[src/rtl/act_lut_pkg.sv]
// Shared definitions for the activation-function LUT fetch stage and its
// breakpoint table: default widths, entry type and the reset/ROM contents.
package act_lut_pkg;

    localparam int unsigned DEF_DATA_W = 8;
    localparam int unsigned DEF_FRAC_W = 4;
    localparam int unsigned N_ENT      = (1 << (DEF_DATA_W - DEF_FRAC_W)) + 1;
    localparam int unsigned ADDR_W     = $clog2(N_ENT);

    typedef logic signed [DEF_DATA_W-1:0] lut_entry_t;
    typedef lut_entry_t lut_table_t [N_ENT];

    // Evenly spaced ramp: entry i holds 4*i-32, i.e. -32..32.
    function automatic lut_table_t lut_default();
        lut_table_t t;
        for (int unsigned i = 0; i < N_ENT; i++) begin
            t[i] = lut_entry_t'(4 * int'(i) - 32);
        end
        return t;
    endfunction

    localparam lut_table_t LUT_INIT = lut_default();

endpackage

[src/rtl/act_lut_fetch_if.sv]
// Input (x) and output (base/next_data/change/remaining) streams of the
// LUT fetch stage. slave = the fetch stage, master = its environment.
interface act_lut_fetch_if
    import act_lut_pkg::*;
#(
    parameter int unsigned DATA_W = DEF_DATA_W
) ();

    logic              in_valid;
    logic              in_ready;
    logic [DATA_W-1:0] x;
    logic              out_valid;
    logic              out_ready;
    logic [DATA_W-1:0] base;
    logic [DATA_W-1:0] next_data;
    logic [DATA_W-1:0] change;
    logic [DATA_W-1:0] remaining;

    modport slave (
        input  in_valid, x, out_ready,
        output in_ready, out_valid, base, next_data, change, remaining
    );

    modport master (
        output in_valid, x, out_ready,
        input  in_ready, out_valid, base, next_data, change, remaining
    );

endinterface

[src/rtl/act_lut_table.sv]
// Breakpoint table with two combinational read ports (addr, addr+1).
// With ACT_LUT_WRITE_EN defined the table is writable flops reset to
// LUT_INIT; otherwise it is the constant LUT_INIT and has no clock.
module act_lut_table
    import act_lut_pkg::*;
#(
    parameter int unsigned DATA_W  = DEF_DATA_W,
    parameter int unsigned TBL_ENT = N_ENT,
    parameter int unsigned TBL_AW  = $clog2(TBL_ENT)
) (
`ifdef ACT_LUT_WRITE_EN
    input  logic              clk,
    input  logic              rst,
    input  logic              i_we,
    input  logic [TBL_AW-1:0] i_waddr,
    input  logic [DATA_W-1:0] i_wdata,
`endif
    input  logic [TBL_AW-1:0] i_raddr,
    output logic [DATA_W-1:0] o_rdata0,
    output logic [DATA_W-1:0] o_rdata1
);

    logic [TBL_AW-1:0] w_raddr1;

    assign w_raddr1 = i_raddr + TBL_AW'(1);

`ifdef ACT_LUT_WRITE_EN
    logic [DATA_W-1:0] r_mem [TBL_ENT];

    // Reload defaults on reset; out-of-range write addresses are dropped.
    always_ff @(posedge clk or negedge rst) begin
        if (!rst) begin
            for (int unsigned i = 0; i < TBL_ENT; i++) begin
                r_mem[i] <= DATA_W'(LUT_INIT[i]);
            end
        end else if (i_we && (i_waddr < TBL_AW'(TBL_ENT))) begin
            r_mem[i_waddr] <= i_wdata;
        end
    end

    // Reads see the pre-edge contents, so a same-cycle write returns old data.
    always_comb begin
        o_rdata0 = r_mem[i_raddr];
        o_rdata1 = r_mem[w_raddr1];
    end
`else
    // Constant ROM lookup.
    always_comb begin
        o_rdata0 = DATA_W'(LUT_INIT[i_raddr]);
        o_rdata1 = DATA_W'(LUT_INIT[w_raddr1]);
    end
`endif

endmodule

[src/rtl/act_lut_fetch.sv]
// Activation LUT fetch stage: splits signed fixed-point x into a table index
// and fractional remainder, fetches the bracketing breakpoints and presents
// them to the interpolator through a 2-stage valid/ready pipeline.
// Optional feature macro: ACT_LUT_WRITE_EN (adds tbl_* write port).
module act_lut_fetch
    import act_lut_pkg::*;
#(
    parameter int unsigned DATA_W = DEF_DATA_W,
    parameter int unsigned FRAC_W = DEF_FRAC_W
) (
    input  logic                 clk,
    input  logic                 rst,
    act_lut_fetch_if.slave       bus
`ifdef ACT_LUT_WRITE_EN
    ,
    input  logic                 tbl_we,
    input  logic [4:0]           tbl_addr,
    input  logic [DATA_W-1:0]    tbl_data
`endif
);

    localparam int unsigned IDX_W   = DATA_W - FRAC_W;
    localparam int unsigned TBL_ENT = (1 << IDX_W) + 1;
    localparam int unsigned TBL_AW  = $clog2(TBL_ENT);

    logic              r_s1_v;
    logic [IDX_W-1:0]  r_s1_idx;
    logic [FRAC_W-1:0] r_s1_frac;
    logic              r_s2_v;
    logic [DATA_W-1:0] r_base;
    logic [DATA_W-1:0] r_next;
    logic [DATA_W-1:0] r_change;
    logic [DATA_W-1:0] r_rem;

    logic              w_s2_load;
    logic              w_s1_load;
    logic [IDX_W-1:0]  w_idx;
    logic [TBL_AW-1:0] w_addr;
    logic [DATA_W-1:0] w_rd0;
    logic [DATA_W-1:0] w_rd1;

    // Handshake enables and index split. Adding half the range to the signed
    // integer part is the same as inverting its sign bit.
    always_comb begin
        w_s2_load = !r_s2_v || bus.out_ready;
        w_s1_load = !r_s1_v || w_s2_load;
        w_idx     = {~bus.x[DATA_W-1], bus.x[DATA_W-2:FRAC_W]};
        w_addr    = TBL_AW'(r_s1_idx);
    end

    act_lut_table #(
        .DATA_W  (DATA_W),
        .TBL_ENT (TBL_ENT),
        .TBL_AW  (TBL_AW)
    ) u_table (
`ifdef ACT_LUT_WRITE_EN
        .clk      (clk),
        .rst      (rst),
        .i_we     (tbl_we),
        .i_waddr  (tbl_addr),
        .i_wdata  (tbl_data),
`endif
        .i_raddr  (w_addr),
        .o_rdata0 (w_rd0),
        .o_rdata1 (w_rd1)
    );

    // Stage 1: capture table index and fractional bits.
    always_ff @(posedge clk or negedge rst) begin
        if (!rst) begin
            r_s1_v    <= 1'b0;
            r_s1_idx  <= '0;
            r_s1_frac <= '0;
        end else if (w_s1_load) begin
            r_s1_v <= bus.in_valid;
            if (bus.in_valid) begin
                r_s1_idx  <= w_idx;
                r_s1_frac <= bus.x[FRAC_W-1:0];
            end
        end
    end

    // Stage 2: register breakpoints, slope and remainder; held while stalled.
    always_ff @(posedge clk or negedge rst) begin
        if (!rst) begin
            r_s2_v   <= 1'b0;
            r_base   <= '0;
            r_next   <= '0;
            r_change <= '0;
            r_rem    <= '0;
        end else if (w_s2_load) begin
            r_s2_v <= r_s1_v;
            if (r_s1_v) begin
                r_base   <= w_rd0;
                r_next   <= w_rd1;
                r_change <= w_rd1 - w_rd0;
                r_rem    <= DATA_W'(r_s1_frac);
            end
        end
    end

    assign bus.in_ready  = w_s1_load;
    assign bus.out_valid = r_s2_v;
    assign bus.base      = r_base;
    assign bus.next_data = r_next;
    assign bus.change    = r_change;
    assign bus.remaining = r_rem;

endmodule

[src/flat_wrapper.sv]
// flat-port wrapper written by rule: the top's interface ports become plain ports
module act_lut_fetch_flat import act_lut_pkg::*;
#(
    parameter int unsigned DATA_W = DEF_DATA_W,
    parameter int unsigned FRAC_W = DEF_FRAC_W
)
  (clk, rst, bus_in_valid, bus_x, bus_out_ready, bus_in_ready, bus_out_valid, bus_base, bus_next_data, bus_change, bus_remaining);
  act_lut_fetch_if #(.DATA_W(DATA_W)) bus_i ();
  input  logic clk;
  input  logic rst;
  input wire logic [$bits(bus_i.in_valid)-1:0] bus_in_valid;
  input wire logic [$bits(bus_i.x)-1:0] bus_x;
  input wire logic [$bits(bus_i.out_ready)-1:0] bus_out_ready;
  output wire logic [$bits(bus_i.in_ready)-1:0] bus_in_ready;
  output wire logic [$bits(bus_i.out_valid)-1:0] bus_out_valid;
  output wire logic [$bits(bus_i.base)-1:0] bus_base;
  output wire logic [$bits(bus_i.next_data)-1:0] bus_next_data;
  output wire logic [$bits(bus_i.change)-1:0] bus_change;
  output wire logic [$bits(bus_i.remaining)-1:0] bus_remaining;
  assign bus_i.in_valid = bus_in_valid;
  assign bus_i.x = bus_x;
  assign bus_i.out_ready = bus_out_ready;
  assign bus_in_ready = bus_i.in_ready;
  assign bus_out_valid = bus_i.out_valid;
  assign bus_base = bus_i.base;
  assign bus_next_data = bus_i.next_data;
  assign bus_change = bus_i.change;
  assign bus_remaining = bus_i.remaining;
  act_lut_fetch #(.DATA_W(DATA_W), .FRAC_W(FRAC_W)) u_core (.clk(clk), .rst(rst), .bus(bus_i));
endmodule
[config.mk]
export PLATFORM = sky130hd
export DESIGN_NAME = act_lut_fetch_flat
export DESIGN_NICKNAME = d
export VERILOG_FILES = /design/src/rtl/act_lut_pkg.sv /design/src/rtl/act_lut_fetch_if.sv /design/src/rtl/act_lut_table.sv /design/src/rtl/act_lut_fetch.sv /design/src/flat_wrapper.sv
export SDC_FILE = /design/constraint.sdc
export NUM_CORES = 1
export LEC_CHECK = 0
export CORE_MARGIN = 10
export CORE_UTILIZATION = 47
export CTS_BUF_LIST = sky130_fd_sc_hd__clkbuf_4 sky130_fd_sc_hd__clkbuf_8
export CTS_CLUSTER_DIAMETER = 120
export DETAILED_ROUTE_END_ITERATION = 6
export PLACE_DENSITY = 0.93
export SLEW_MARGIN = 20
export SYNTH_ARGS = -nofsm -noshare
export SYNTH_HDL_FRONTEND = slang
export SYNTH_SLANG_ARGS = --single-unit
[constraint.sdc]
create_clock -name clk -period 2 [get_ports clk]
set_clock_uncertainty 0.1 [all_clocks]
set_input_delay 0.3 -clock clk [delete_from_list [all_inputs] [get_ports clk]]
set_output_delay 0.3 -clock clk [all_outputs]
set_load 0.02 [all_outputs]
* Word-level counts from Yosys, hierarchy flattened *
Memory sizes are Yosys's and may differ from the RTL's.
Index checks and enable logic that the tools add are counted.

word-level totals
  output and inout bits = 34
  input bits = 12
  memories = 2
  memory bits (read-only) = 512
  logic and storage cells = 27
  flip-flop bits (word level) = 38

memory list
  memory            words  bits a word  rd ports  clocked after memory_dff  write ports  line                 source
  (name not given)  32     8            1         0                         0            act_lut_table.sv:50  o_rdata1 = DATA_W'(LUT_INIT[w_raddr1]);
  (name not given)  32     8            1         0                         0            act_lut_table.sv:49  o_rdata0 = DATA_W'(LUT_INIT[i_raddr]);

operators by class
  muxes and demuxes = 4
  $add $sub $neg = 2
  reduce and logical (&&, ||, !) cells = 6
  $lt $le $gt $ge = 2
  bitwise logic cells = 3

operators by type and width
  kind                                                       count
  two-way mux 8 bit                                          4
  greater-or-equal comparator 6 bit (second input constant)  2
  subtractor 8 bit                                           1
  NOT 4 -> 6 bit                                             1
  NOT 5 -> 6 bit                                             1
  adder 4 x 1 -> 5 bit (second input constant)               1
  AND reduction 2 bit                                        2
  zero test 1 bit                                            2
  logical OR 1 bit                                           2
  NOT 1 bit                                                  1

* Logic depth before layout (Yosys ltp) *
  depth after elaboration = 6
  gate-level depth with buffers = 6

* Cells and area by module *
From an unflattened synthesis, not the netlist that was laid out.

unflattened totals
  cell total of the unflattened synthesis = 192
  area, all modules = 2026.9 um^2

by module, submodules not included
  module         sequential area each (um^2)  area an instance (um^2)  cells each  instances
  act_lut_fetch  950.9                        1818.0                   160         1
  act_lut_table  0.0                          209.0                    32          1

* Worst setup path before layout *
Ideal clock, no wire load.

  path kind = register -> register
  from = reg u_core.r_s2_v, in the netlist u_core.bus.out_valid
  to = reg u_core.r_s1_frac[0]
  data required time = 1.775 ns
  path buffers = 0
  period minus slack after synthesis = 1.626 ns
  arrival = 1.401 ns
  stages on the path, launching flop included = 4
  setup slack = 0.374 ns
  cell sequence = dfrtp_1 -> nand3b_1 -> nand2_2 -> mux2_2

on the way
  word-level cells in the longest chain between the ends = 4

RTL lines
  element                               line                 source
  start: declaration                    act_lut_fetch.sv:29  logic r_s2_v;
  start signal: assignment              act_lut_fetch.sv:92  r_s2_v <= r_s1_v;
  zero test 1 bit                       act_lut_fetch.sv:45  w_s2_load = !r_s2_v || bus.out_ready;
  logical OR 1 bit                      act_lut_fetch.sv:45
  logical OR 1 bit                      act_lut_fetch.sv:46  w_s1_load = !r_s1_v || w_s2_load;
  net bus_in_ready                      flat_wrapper.sv:14   output wire logic [$bits(bus_i.in_ready)-1:0] bus_in_ready;
  AND reduction 2 bit (no source line)  --
  end signal: assignment                act_lut_fetch.sv:78  r_s1_frac <= bus.x[FRAC_W-1:0];
  end: declaration                      act_lut_fetch.sv:28  logic [FRAC_W-1:0] r_s1_frac;

The timed path passes the listed nets, and every way through them passes these cells.
A chain may end at the register's enable or synchronous reset.

* Worst setup path after layout *
  from = reg u_core.r_s2_v, in the netlist u_core.bus.out_valid
  to = out bus_out_valid

RTL lines
  element           line                source
  end: declaration  flat_wrapper.sv:15  output wire logic [$bits(bus_i.out_valid)-1:0] bus_out_valid;

No word-level cell between the ends.

==> results.md <==
- Outcome: completed
- Total power: 1.88 mW
- Initial Util: 49.7%
- First-pass GRT wire length: 4600 um
- Hold Slack: 0.239 ns
- H-tree depth: 2
- Clock tree root driver cell: clkbuf_4
- Skew-Pair Late Insertion Delay: 0.33 ns
- Remaining Overflow, GRT: 0
- Layout area overhead: 26.6%
- Worst Hold Class: in -> async
- CP arrival: 1.37 ns
- CTS Buf Count: 5
- FP Rows: 19
- Largest net degree at the start of global routing: 30
- Routed wire length: 2910 um
- Vias: 912
- CP cell instances: clkdlybuf4s50_1
- Final HPWL DP: 2170 um
- Power Dens Cells: 1070 nW/um^2
- Critical Path Slowest Stage Cell: clkdlybuf4s50_1
- Worst setup EP type: output port
- Die W: 74.2 um
- Final Max Slew Viols: 0
- Via density: 5.15
- Gp weighted congestion: 0.745
- Height of the die: 74.2 um
- Vias in the first global route: 988
- RSZ-0062 raised after global routing: false
- Worst-path maximum fanout: 3
- Clock net sink count: 29
- GRT Util Overall: 10.7%
- Layout Utilization: 62.9%
- Post-Syn Instances: 110
- IO Pins: 46
- Sequential share of the synthesized area: 52.5%
- CTS tree: built
- Yosys reg bits: 29
- Cts repair resizes: 1
- Post-DR wirelength/cell: 16.4 um
- Required time worst endpoint: 1.60 ns
- R2R Setup Slk: 0.28 ns
- CP top delay family: buffers and inverters
- Clk buf depth: 2
- P_leak: 0.778 nW
- Final non-filler cell total: 177
- Min cycle time layout: 1.77 ns
- Reg2Reg Depth: 4
- # setup viols final: 0
- Core area: 2780 sq um
- Number of antenna diodes: 0
- IO Port Bufs: 35
- Fmax: 0.565 GHz
- Startpoint types: flip-flop
- Max incr delay on CP: 0.63 ns
- MaxCap Viol Count: 0
- Synth Warn #: 0
- Initial antenna violation count: 0
- Post-CTS setup buffers: 0
- Tcrit/Tclk final: 88.5%
- Final Hold Viols: 0
- Share of layout cells above drive strength 1: 20.5%
- Distinct cell type count of the synthesized netlist: 32
- Critical path buffers and inverters: 1
- Drt pass-1 iters: 3
- Hold buffers post-CTS: 0
- Clock transition at path regs: 0.09 ns
- Synth Cell Area: 1380 sq um
- Die area: 5510 sq um
- DR DRC count: 0
- Crit Reg-Reg Startpoint: u_core.r_s1_idx[1]
- Worst IR drop on VDD: 806 uV
- Dpl cells: 169
- Post-Syn Area per Cell: 12.6 sq um
- FF-to-FF End: u_core.bus.change[5]
- Antenna Nets Post-Route: 0
- Iter 0 DRT Violations: 3
- Kind of critical path: reg -> out
- Final-stage net count: 159
- Setup TNS: 0 ns
-- sequential cells by signal (all words and copies together) (netlist names) --
signal,flops
u_core.bus.change,6
u_core.bus.next_data,5
u_core.bus.base,4
u_core.bus.remaining,4
u_core.r_s1_frac,4
u_core.r_s1_idx,4
u_core.bus.out_valid,1
u_core.r_s1_v,1
-- worst max path at each step --
stage                           to                  from  cells past startpoint
2_1_floorplan  u_core.r_s1_frac[0]  u_core.bus.out_valid                      3
3_3_place_gp          bus_in_ready         bus_out_ready                      3
3_5_place_dp          bus_in_ready         bus_out_ready                      3
4_1_cts              bus_out_valid  u_core.bus.out_valid                      1
5_1_grt               bus_in_ready         u_core.r_s1_v                      2
6_report             bus_out_valid  u_core.bus.out_valid                      1
-- cell usage after synthesis --
master | count | area, sq um
nand3b_1 | 2 | 15.0
o2bb2ai_1 | 2 | 17.5
xnor2_1 | 2 | 17.5
nand2b_1 | 3 | 18.8
a221oi_1 | 1 | 8.76
a31oi_1 | 3 | 18.8
conb_1 | 1 | 3.75
nand4b_1 | 1 | 8.76
inv_1 | 5 | 18.8
and2_1 | 1 | 6.26
nor2_1 | 1 | 3.75
a21boi_0 | 1 | 7.51
and4b_1 | 1 | 10.0
o32ai_1 | 2 | 17.5
and3_1 | 2 | 12.5
buf_4 | 13 | 97.6
clkbuf_2 | 1 | 5.00
o2111a_1 | 1 | 11.3
nand2b_4 | 1 | 13.8
mux2_4 | 3 | 45.0
a21oi_1 | 6 | 30.0
and2_4 | 1 | 8.76
mux2_2 | 12 | 135
nand3_1 | 2 | 10.0
buf_6 | 3 | 33.8
ha_1 | 2 | 25.0
o22a_1 | 1 | 8.76
buf_2 | 2 | 10.0
nand2_2 | 2 | 12.5
nand2_1 | 1 | 3.75
dfrtp_1 | 29 | 726
mux2i_1 | 2 | 20.0
-- layout make-up --
cell class	instances	area (sq um)
tap	31	38.8
clock buffer	7	65.1
clock inverter	1	5.00
sequential	29	726
fill	229	1030
inverter	5	18.8
multi-input combinational	66	524
timing repair buffer	38	372
-- report_power, final --
part           total [mW]  leakage [nW]  internal, mW  switching [mW]
clock network       0.409        0.0413         0.203           0.205
registers           0.796         0.340         0.706          0.0899
logic               0.672         0.396         0.342           0.330
total                1.88         0.778          1.25           0.625
-- cells in the final DEF (no fill, tap or decap), types with 3 or more instances in the layout --
cell	n
a21oi_1	6
a31oi_1	3
buf_4	3
clkbuf_4	5
clkdlybuf4s50_1	34
conb_1	10
dfrtp_1	29
inv_1	5
mux2_2	12
mux2_4	3
nand2b_1	3
-- cells by family (layout without fill, tap and decap cells) --
group | Yosys count | in the layout | share of synthesized area [%]
AOI/OAI and AO/OA | 17 | 17 | 8.70
xor gates and xnor gates | 2 | 2 | 1.27
adders and majority gates | 2 | 2 | 1.81
buffers and inverters | 24 | 51 | 12.0
DFF | 29 | 29 | 52.5
muxes | 17 | 17 | 14.5
other | 1 | 10 | 0.271
and+or+nand+nor | 18 | 18 | 8.97
-- per-layer routing --
layer	routed length (um)	track usage (%)	vias up
met3	362	5.98	8
met1	1110	11.2	440
li1	-	-	427
met2	1350	16.8	37
met4	85	5.69	0
met5	0	0	-
-- metrics by stage --
step | worst slack, ns | instance area [sq um]
4_1_cts | 0.202 | 1750
6_report | 0.229 | 1750
5_1_grt | 0.147 | 1750
3_3_place_gp | 0.0747 | 1680
3_5_place_dp | 0.0560 | 1680
2_1_floorplan | 0.374 | 1420
Power figures use the tool's default switching activity.
